[config.mk]
export PLATFORM = sky130hd
export DESIGN_NAME = conv_proc_element
export DESIGN_NICKNAME = d
export VERILOG_FILES = /design/src/rtl/conv_proc_element.sv
export SDC_FILE = /design/constraint.sdc
export NUM_CORES = 1
export LEC_CHECK = 0
export ABC_AREA = 1
export BUFFER_PORTS_ARGS = -buffer_cell sky130_fd_sc_hd__buf_2
export CAP_MARGIN = 15
export CELL_PAD_IN_SITES_DETAIL_PLACEMENT = 1
export CELL_PAD_IN_SITES_GLOBAL_PLACEMENT = 1
export CORE_ASPECT_RATIO = 0.9
export CORE_MARGIN = 2
export CORE_UTILIZATION = 45
export CTS_BUF_LIST = sky130_fd_sc_hd__clkbuf_16
export DETAILED_ROUTE_END_ITERATION = 7
export PLACE_DENSITY_LB_ADDON = 0.1
export SYNTH_ARGS = -nofsm -noshare
export SYNTH_HDL_FRONTEND = slang
export SYNTH_SLANG_ARGS = --single-unit
[constraint.sdc]
create_clock -name clk -period 12.3 [get_ports clk]
set_clock_uncertainty 0.15 [all_clocks]
set_input_delay 0.615 -clock clk [delete_from_list [all_inputs] [get_ports clk]]
set_output_delay 0.615 -clock clk [all_outputs]
set_load 0.01 [all_outputs]
[src/rtl/conv_proc_element.sv]
// -----------------------------------------------------------------------------
// conv_proc_element
//   Pipelined 3x3 pixel processing element. Each cycle it may accept one 3x3
//   window of RGB444 pixels, apply either the programmable signed kernel or a
//   per-pixel mode to every 4-bit channel, and emit one result pixel with a
//   write strobe three cycles later. Throughput is one pixel per cycle with no
//   stall.
//
//   Handshake: valid-only streaming, no back-pressure. A window is consumed on
//   every rising edge where valid_in=1; its result appears with we_out=1 for
//   exactly one cycle, in input order. wdata_out holds between results.
//
// Ports
//   clk, rst       clock, synchronous active-high reset
//   valid_in       window on row0_in..row2_in valid this cycle
//   mode           00 conv, 01 bypass centre, 10 grayscale, 11 invert centre
//   row0..2_in     window rows {x-1, x, x+1}, 12 bits per pixel {R,G,B}
//   kernel_we      kernel register write strobe
//   kernel_idx     0..8 coefficient (row-major, 4 = centre), 9 = shift
//   kernel_wdata   signed coefficient, or shift amount in [2:0]
//   we_out         result valid (write enable of the data accumulator)
//   wdata_out      result pixel
//   busy           valid_in or any pipeline stage holds data
//   kernel_err     one-cycle pulse when a kernel write was dropped
// -----------------------------------------------------------------------------
module conv_proc_element #(
   parameter int PIX_W  = 12,
   parameter int COEF_W = 4,
   parameter int LAT    = 3
) (
   input  logic                 clk,
   input  logic                 rst,
   input  logic                 valid_in,
   input  logic [1:0]           mode,
   input  logic [3*PIX_W-1:0]   row0_in,
   input  logic [3*PIX_W-1:0]   row1_in,
   input  logic [3*PIX_W-1:0]   row2_in,
   input  logic                 kernel_we,
   input  logic [3:0]           kernel_idx,
   input  logic [COEF_W-1:0]    kernel_wdata,
   output logic                 we_out,
   output logic [PIX_W-1:0]     wdata_out,
   output logic                 busy,
   output logic                 kernel_err
);

   localparam int CH_W   = PIX_W / 3;
   localparam int PROD_W = COEF_W + CH_W;   // signed coef x unsigned channel
   localparam int SUM_W  = PROD_W + 4;      // nine products
   localparam logic [1:0] MODE_CONV   = 2'b00;
   localparam logic [1:0] MODE_BYPASS = 2'b01;
   localparam logic [1:0] MODE_GRAY   = 2'b10;
   localparam logic [1:0] MODE_INVERT = 2'b11;

   // ---------------- kernel registers ----------------
   logic signed [COEF_W-1:0] coef_q [9];
   logic signed [COEF_W-1:0] coef_d [9];
   logic [2:0]               shift_q, shift_d;
   logic                     kernel_err_q, kernel_err_d;

   // ---------------- pipeline registers ----------------
   // vld_q[0] = S1, vld_q[LAT-2] = S2, vld_q[LAT-1] = S3 (we_out)
   logic [LAT-1:0]           vld_q, vld_d;

   logic signed [PROD_W-1:0] prod_q [3][9];
   logic signed [PROD_W-1:0] prod_d [3][9];
   logic [PIX_W-1:0]         center1_q, center1_d;
   logic [1:0]               mode1_q, mode1_d;
   logic [2:0]               shift1_q, shift1_d;

   logic signed [SUM_W-1:0]  sum_q [3];
   logic signed [SUM_W-1:0]  sum_d [3];
   logic [CH_W-1:0]          gray_q, gray_d;
   logic [PIX_W-1:0]         center2_q, center2_d;
   logic [1:0]               mode2_q, mode2_d;
   logic [2:0]               shift2_q, shift2_d;

   logic [PIX_W-1:0]         wdata_q, wdata_d;

   // ---------------- combinational helpers ----------------
   logic [3*PIX_W-1:0]       rows [3];
   logic [PIX_W-1:0]         win [9];
   logic signed [SUM_W-1:0]  sh;
   logic [CH_W-1:0]          ch_res;
   logic [PIX_W-1:0]         conv_pix;
   logic [PIX_W-1:0]         result;

   assign busy = valid_in | (|vld_q);

   // Kernel writes are only taken while the pipeline is empty so a whole image
   // sees one kernel; a write attempted while busy is dropped and flagged.
   always_comb begin
      coef_d       = coef_q;
      shift_d      = shift_q;
      kernel_err_d = 1'b0;
      if (kernel_we) begin
         if (busy) begin
            kernel_err_d = 1'b1;
         end else if (kernel_idx < 4'd9) begin
            coef_d[kernel_idx] = kernel_wdata;
         end else if (kernel_idx == 4'd9) begin
            shift_d = kernel_wdata[2:0];
         end
      end
   end

   // S1: per-tap, per-channel products
   always_comb begin
      rows[0] = row0_in;
      rows[1] = row1_in;
      rows[2] = row2_in;
      for (int k = 0; k < 9; k++) begin
         win[k] = rows[k / 3][3*PIX_W-1-PIX_W*(k % 3) -: PIX_W];
      end
      for (int ch = 0; ch < 3; ch++) begin
         for (int k = 0; k < 9; k++) begin
            prod_d[ch][k] = PROD_W'(coef_q[k]) *
                            PROD_W'($signed({1'b0, win[k][PIX_W-1-CH_W*ch -: CH_W]}));
         end
      end
      center1_d = row1_in[2*PIX_W-1:PIX_W];
      mode1_d   = mode;
      shift1_d  = shift_q;
      vld_d     = {vld_q[LAT-2:0], valid_in};
   end

   // S2: channel sums and grayscale level of the centre pixel
   always_comb begin
      for (int ch = 0; ch < 3; ch++) begin
         sum_d[ch] = '0;
         for (int k = 0; k < 9; k++) begin
            sum_d[ch] = sum_d[ch] + SUM_W'(prod_q[ch][k]);
         end
      end
      gray_d = CH_W'(((CH_W+2)'(center1_q[PIX_W-1 -: CH_W]) +
                      (CH_W+2)'({center1_q[2*CH_W-1 -: CH_W], 1'b0}) +
                      (CH_W+2)'(center1_q[CH_W-1:0])) >> 2);
      center2_d = center1_q;
      mode2_d   = mode1_q;
      shift2_d  = shift1_q;
   end

   // S3: shift, clamp to 0..15 and select the mode result
   always_comb begin
      sh       = '0;
      ch_res   = '0;
      conv_pix = '0;
      for (int ch = 0; ch < 3; ch++) begin
         sh = sum_q[ch] >>> shift2_q;
         if (sh[SUM_W-1]) begin
            ch_res = '0;
         end else if (|sh[SUM_W-2:CH_W]) begin
            ch_res = '1;
         end else begin
            ch_res = sh[CH_W-1:0];
         end
         conv_pix[PIX_W-1-CH_W*ch -: CH_W] = ch_res;
      end
      case (mode2_q)
         MODE_CONV:   result = conv_pix;
         MODE_BYPASS: result = center2_q;
         MODE_GRAY:   result = {3{gray_q}};
         MODE_INVERT: result = ~center2_q;   // 15-c on every 4-bit channel
         default:     result = conv_pix;
      endcase
      wdata_d = wdata_q;
      if (vld_q[LAT-2]) begin
         wdata_d = result;
      end
   end

   // Control state: reset to empty pipeline and identity kernel.
   always_ff @(posedge clk) begin
      if (rst) begin
         vld_q        <= '0;
         wdata_q      <= '0;
         kernel_err_q <= 1'b0;
         shift_q      <= '0;
         for (int k = 0; k < 9; k++) begin
            coef_q[k] <= (k == 4) ? COEF_W'(1) : '0;
         end
      end else begin
         vld_q        <= vld_d;
         wdata_q      <= wdata_d;
         kernel_err_q <= kernel_err_d;
         shift_q      <= shift_d;
         coef_q       <= coef_d;
      end
   end

   // Datapath registers: qualified by the valid bits, no reset needed.
   always_ff @(posedge clk) begin
      prod_q    <= prod_d;
      center1_q <= center1_d;
      mode1_q   <= mode1_d;
      shift1_q  <= shift1_d;
      sum_q     <= sum_d;
      gray_q    <= gray_d;
      center2_q <= center2_d;
      mode2_q   <= mode2_d;
      shift2_q  <= shift2_d;
   end

   assign we_out     = vld_q[LAT-1];
   assign wdata_out  = wdata_q;
   assign kernel_err = kernel_err_q;

endmodule
==> results of run 1 <==
## worst max path at each step
stage | endpoint | slack, ps | cells after the start
final | prod_q[119] | 7820 | 13
after global routing | sum_q[20] | 7700 | 15
after CTS | prod_q[119] | 7810 | 13
after detailed placement | prod_q[119] | 7840 | 13
after global placement | prod_q[119] | 7990 | 13
after floorplan | sum_q[20] | 8250 | 15
## kinds of logic after synthesis
| group | share of synthesized area (%) |
|---|---|
| flops | 24.17 |
| xor+xnor | 4.935 |
| compound gates | 5.049 |
| buf+inv | 12.83 |
| simple gates | 11.42 |
| fa+ha+maj | 41.58 |
## power breakdown
group / internal (mW) / switching, mW
sequential: 1.15 / 0.0261
clock: 0.735 / 0.543
combinational: 0.0932 / 0.169
total: 1.98 / 0.738
## cell type report
cell class	count	area, um2	share of cell area, %
Timing Repair Buffer	142	730.7	2.324
Clock buffer	45	1126	3.582
Clock inverter	31	279.0	0.8875
Tap cell	845	1057	3.363
Inverter	889	3337	10.61
Multi-Input combinational cell	1977	18000	57.25
Sequential cell	345	6907	21.97
Antenna cell	2	5.005	0.01592
## synth_stat cells (all sizes together)
master,count,area [um2]
a211oi,2,15.01
a21o,4,30.03
a21oi,136,691.9
a221oi,1,8.760
a31o,1,8.760
a31oi,1,6.260
and3,1,6.260
buf,17,138.9
clkbuf,51,191.4
dfxtp,345,6907
fa,316,6326
ha,444,5555
inv,889,3337
nand2,506,1919
nand3,111,560.5
nand4,5,31.28
nor2,107,414.1
nor3,7,51.30
nor4,2,12.51
o2111ai,1,8.760
o211ai,4,30.03
o21ai,120,611.8
o21bai,3,22.52
o311ai,1,8.760
or2,43,269.0
xnor2,64,560.5
xor2,97,849.6
## flip-flops by register name, summed over array words and instances, names as in the netlist
register / cells
shift2_q: 3
wdata_out: 12
mode2_q: 2
mode1_q: 2
shift1_q: 3
vld_q: 3
kernel_err: 1
gray_q: 4
shift1_d: 3
sum_q: 36
center1_q: 12
coef_q: 36
prod_q: 216
center2_q: 12
## layer usage
metal | wire length, um | track usage (%) | vias up
met3 | 4291 | 4.986 | 119
met1 | 36250 | 32.73 | 10490
met5 | 0 | 0 | -
met2 | 40780 | 46.10 | 346
met4 | 3218 | 10.16 | 0
li1 | - | - | 10060
==> flow_summary.ini, run 1 <==
[place]
dp_cells = 4196
dpl_worst_slack_ps = 7840
gp_congestion = 0.9216
io_buffers = 136
hpwl_um = 71000
placed_area_um2 = 30010

[logic_synthesis]
yosysSeqAreaShare_pct = 24.17
syn_area_um2 = 28570
ys_seq_elements = 345
ys_warn_count = 0
synth_nets = 4161
avgSynthCellArea_um2 = 8.714
synth_cell_type_count = 40
synthCells = 3279

[grt]
overflow = 0
antenna_found_initial = 5
grt_max_degree = 41
grt.total_usage_pct = 26.58
first_global_vias = 23620
grt_pass1_wl_um = 132300

[layout]
instances_no_fill = 4276
final_common_cell = inv_1
drive_gt1_share_pct = 8.311
final_cell_mix = inv_1, nand2_1, ha_1
num-fill-cells = 7473
fin_util_pct = 50.14
final_cell_area_um2 = 31440
syn2layout_area_growth_pct = 10.04
fin_nets = 4280

[routing]
wl_um = 84540
drt_iter0_markers = 916
vias = 21010
postRouteAntennaNets = 0
drc = 0
dr.pass1.iters = 5
wl_per_cell_um = 19.77
viasPerCell = 4.913

[timing]
finalSetupViolations = 0
hold_viol_final = 0
fin_crit_ps = 4476
setup_slack_ps = 7824
worst_pin_slew_ps = 868.5
finalCritPeriodShare_pct = 36.39
setup-tns-final_ps = 0
hold_ws_ps = 62.21
fmax_ghz = 0.2234
relSlewSlack_pct = 41.57
rsz0062_at_grt = false
slew_violations = 0

[worst_setup_path]
crit_arrival_ps = 4720
crit_type = register to register
worst_r2r_path_depth = 13
reg2reg_to = prod_q[119]
cp.buffers_inverters = 4
end_kind = register
cp_slowest_cell = xor2_1
r2r_start = coef_q[23]
cp-startpoint = coef_q[23]
path_cells = inv_1 -> nor2_1 -> fa_1 -> inv_1 -> fa_1 -> fa_1 -> inv_1 -> ha_1 -> inv_1 -> fa_1 -> o21ai_0 -> a21oi_1 -> xor2_1
startpoint_type = register
cp_top_family = adder cells
cp_max_fo = 15
critPathMaxStageDelay_ps = 610
cp.required_ps = 12550
rrSetupSlack_ps = 7820

[floorplanning]
rows = 87
die_h_um = 243.1
die_area_um2 = 65530
core_um2 = 62700
die_w_um = 269.6
ios = 137
start_util_pct = 45.57

[clock_network]
htreeDepth = 2
tritoncts = built
postCtsSetupBuffers = 0
hold_buffers = 2
clock_latency_ps = 580
cts-root-buf = clkbuf_16
cts_buffers = 43
path_clk_slew_ps = 60
clock_sinks = 345
clk_path_buf_depth = 3
cts-resized-gates = 0

[hold_path]
whs_endpoint = center1_q[1]
hold_path_class = input port to register
hp-start = row1_in[13]
hold_depth = 1

[flow_run]
drv_cap = 0

[power]
power_density_nw_per_um2 = 86.48
total_power_mw = 2.719
ir_drop_v = 0.00008789
p_leak_nw = 18.32

[outcome]
status = complete, no violations
(Power assumes the default switching activity.)
==> inputs of run 2 (changes only) <==
Settings changed: ABC_AREA 1 to 0.
Clock period 12.3 ns to 4.2 ns, I/O delays scaled along.
==> run 2 against run 1 <==
Effect of this change: the run now ends with setup timing left; count of clock-buffer cells in the layout decreased by 6; register-to-register slack got worse by 8000 ps; sequential share of layout area decreased by 0.76 points; critical path depth decreased by 1; cell count decreased by 6.1%; synthesized area decreased by 1.6%; global-route usage decreased by 1.9 points; critical path type unchanged; largest power group is now sequential cells; highest routed layer is now met5.
==> flow_summary.ini, run 2 <==
[outcome]
status = finished, violations left
violations = setup timing

[worst_setup_path]
cpMostUsedCell = fa_1
cp_slowest_cell = fa_1
path_depth = 12
cp_top_family = adder cells
cp.required_ps = 4500
path_cells = fa_1 -> fa_1 -> fa_1 -> inv_1 -> fa_1 -> inv_1 -> ha_1 -> a21o_1 -> a311oi_1 -> o21ai_1 -> or4_1 -> and3_4
critPathMaxStageDelay_ps = 550
crit_type = register to register
worst_r2r_path_depth = 12
cp.buffers_inverters = 2
cp_max_fo = 2
crit_arrival_ps = 4650
end_kind = register
startpoint_type = register

[routing]
wl_per_cell_um = 19.06
wl_um = 76540
vias = 19650
routed.top_layer = met5
drt_iter0_markers = 609
dr.pass1.iters = 4
dr_wl_met3_um = 2741
m1WireLength_um = 34130
drc = 0
wl_met2_um = 37770
postRouteAntennaNets = 0
viasPerCell = 4.894

[power]
clkPwrFrac_pct = 44.1
intPower_mw = 5.588
power_switching_mw = 1.870
power_frac_seq_pct = 46.0
p_leak_nw = 17.49
netSwitchingFraction_pct = 25.07
combPwrFrac_pct = 9.9
power_density_nw_per_um2 = 228.5
ir_drop_v = 0.0002441

[logic_synthesis]
ys_seq_elements = 345
yosys-top-cells-area = dfxtp_1, fa_1, ha_1
synth-edff-count = 0
ys.flop_type = dfxtp_1
synthCells = 2847
synth_cell_type_count = 50
syn_area_um2 = 28110
avgSynthCellArea_um2 = 9.875
yosysTopAreaCell = dfxtp_1
synthArstFlopShare_pct = 0
synthTopCellsByCount = inv_1, ha_1, dfxtp_1, fa_1, and2_1
synth_top_area_share_pct = 24.57
ys_warn_count = 0
yosysMostFrequentCell = inv_1
synth_nets = 3729
yosysSeqAreaShare_pct = 24.57

[layout]
num-fill-cells = 6947
final_cell_area_um2 = 32640
syn2layout_area_growth_pct = 16.12
largest_register_ffs = 216
drive_gt1_share_pct = 12.49
reg_top3 = prod_q: 216 flops, coef_q: 36 flops, sum_q: 36 flops
final_common_cell = inv_1
final_cell_mix = inv_1, ha_1, dfxtp_1
fin_nets = 4025
top_register = prod_q

[grt]
first_global_vias = 22160
grt_max_degree = 36
overflow = 0
grt_pass1_wl_um = 120900
antenna_found_initial = 11
grt.total_usage_pct = 24.65

[timing]
setup-tns-final_ps = -280.1
rsz0062_at_grt = true
hold_viol_final = 0
finalSetupViolations = 3
fin_crit_ps = 4352
finalCritPeriodShare_pct = 103.6
relSlewSlack_pct = 28.62
slew_violations = 0
worst_pin_slew_ps = 1068
fmax_ghz = 0.2298
setup_slack_ps = -151.7

[place]
io_buffers = 136
placed_area_um2 = 30400
dpl_worst_slack_ps = -225.1
hpwl_um = 64920
gp_congestion = 0.8568

[clock_network]
clock_sinks = 345
path_clk_slew_ps = 60
htreeDepth = 2
clock_latency_ps = 580
clk_path_buf_depth = 3
cts-root-buf = clkbuf_16
cts_buffers = 39
tritoncts = built

[floorplanning]
ios = 137
die_w_um = 267.5
core_um2 = 61550
die_area_um2 = 64490
die_h_um = 241.1
rows = 86
start_util_pct = 45.68

[hold_path]
hold_depth = 4
hold_path_class = input port to register

[flow_run]
drv_cap = 0
## run 2: cell types whose count changed after synthesis, moves of 84 or more
cell	change
nand2_1	-343
inv_1	-274
and2_1	+215
o21ai_0	-109
xnor2_1	+88
nand3_1	-84
## run 2: final timing paths
kind         slack (ps)   startpoint           to
max                -150  prod_q[123]    sum_q[23]
min                  10  row2_in[14]   prod_q[10]
max reg2reg        -150  prod_q[123]    sum_q[23]
min reg2reg         180  shift1_q[2]  shift2_q[2]
## run 2: layer usage
| layer | vias to the layer above | GRT usage [%] |
|---|---|---|
| li1 | 9441 | - |
| met1 | 9872 | 31.77 |
| met2 | 245 | 43.17 |
| met3 | 91 | 3.418 |
| met4 | 2 | 7.093 |
| met5 | - | 0 |
## run 2: worst register-to-register path, cell delays in order, from the launching register on
cell and delay, ps:
dfxtp_1 320, fa_1 520, fa_1 540, fa_1 550
inv_1 50, fa_1 510, inv_1 50, ha_1 290
a21o_1 180, a311oi_1 260, o21ai_1 140, or4_1 490
and3_4 170
## run 2: final cells by class
type | instances | area, um2 | area share, %
antenna | 9 | 22.52 | 0.06899
multi-input combinational | 1822 | 18850 | 57.75
clock buffer | 39 | 975.9 | 2.990
sequential | 345 | 6922 | 21.20
clock inverter | 29 | 249.0 | 0.7627
tap | 836 | 1046 | 3.204
inverter | 614 | 2308 | 7.072
timing repair buffer | 321 | 2268 | 6.949
## run 2: timing repair
item,4_1_cts,5_1_grt
cloned,0,0
hold buffers,75,0
hold endpoints to repair,115,0
gates resized for setup,27,52
setup endpoints to repair,9,12
pin swaps,24,47
buffers inserted,2,3
## run 2: power groups by stage
stage | sequential, mW | clock (mW) | combinational (mW)
final | 3.43 | 3.29 | 0.736
after global routing | 3.44 | 3.52 | 0.825
after CTS | 3.43 | 3.37 | 0.726
after detailed placement | 3.50 | 0 | 0.657
after global placement | 3.50 | 0 | 0.633
after floorplan | 3.47 | 0 | 0.379
## run 2: kinds of logic (layout without fill, tap and decap cells)
family / after synthesis / count (layout) / synth area share [%]
compound gates: 234 / 234 / 5.123
simple gates: 606 / 606 / 11.24
other cells: 0 / 9 / 0
buf+inv: 680 / 1003 / 9.222
fa+ha+maj: 760 / 760 / 42.26
mux: 51 / 51 / 2.256
xor+xnor: 171 / 171 / 5.327
flops: 345 / 345 / 24.57
## run 2: per-stage QoR
| stage | total power [mW] | util [%] | cells | hold WS (ps) |
|---|---|---|---|---|
| final | 7.458 | 53.04 | 4015 | 14.75 |
| after global routing | 7.785 | 53.01 | 4008 | 28.46 |
| after CTS | 7.522 | 52.72 | 4003 | 8.549 |
| after detailed placement | 4.158 | 49.40 | 3858 | 165.3 |
| after global placement | 4.132 | 49.40 | 3858 | 160.8 |
| after floorplan | 3.852 | - | 2847 | 87.72 |
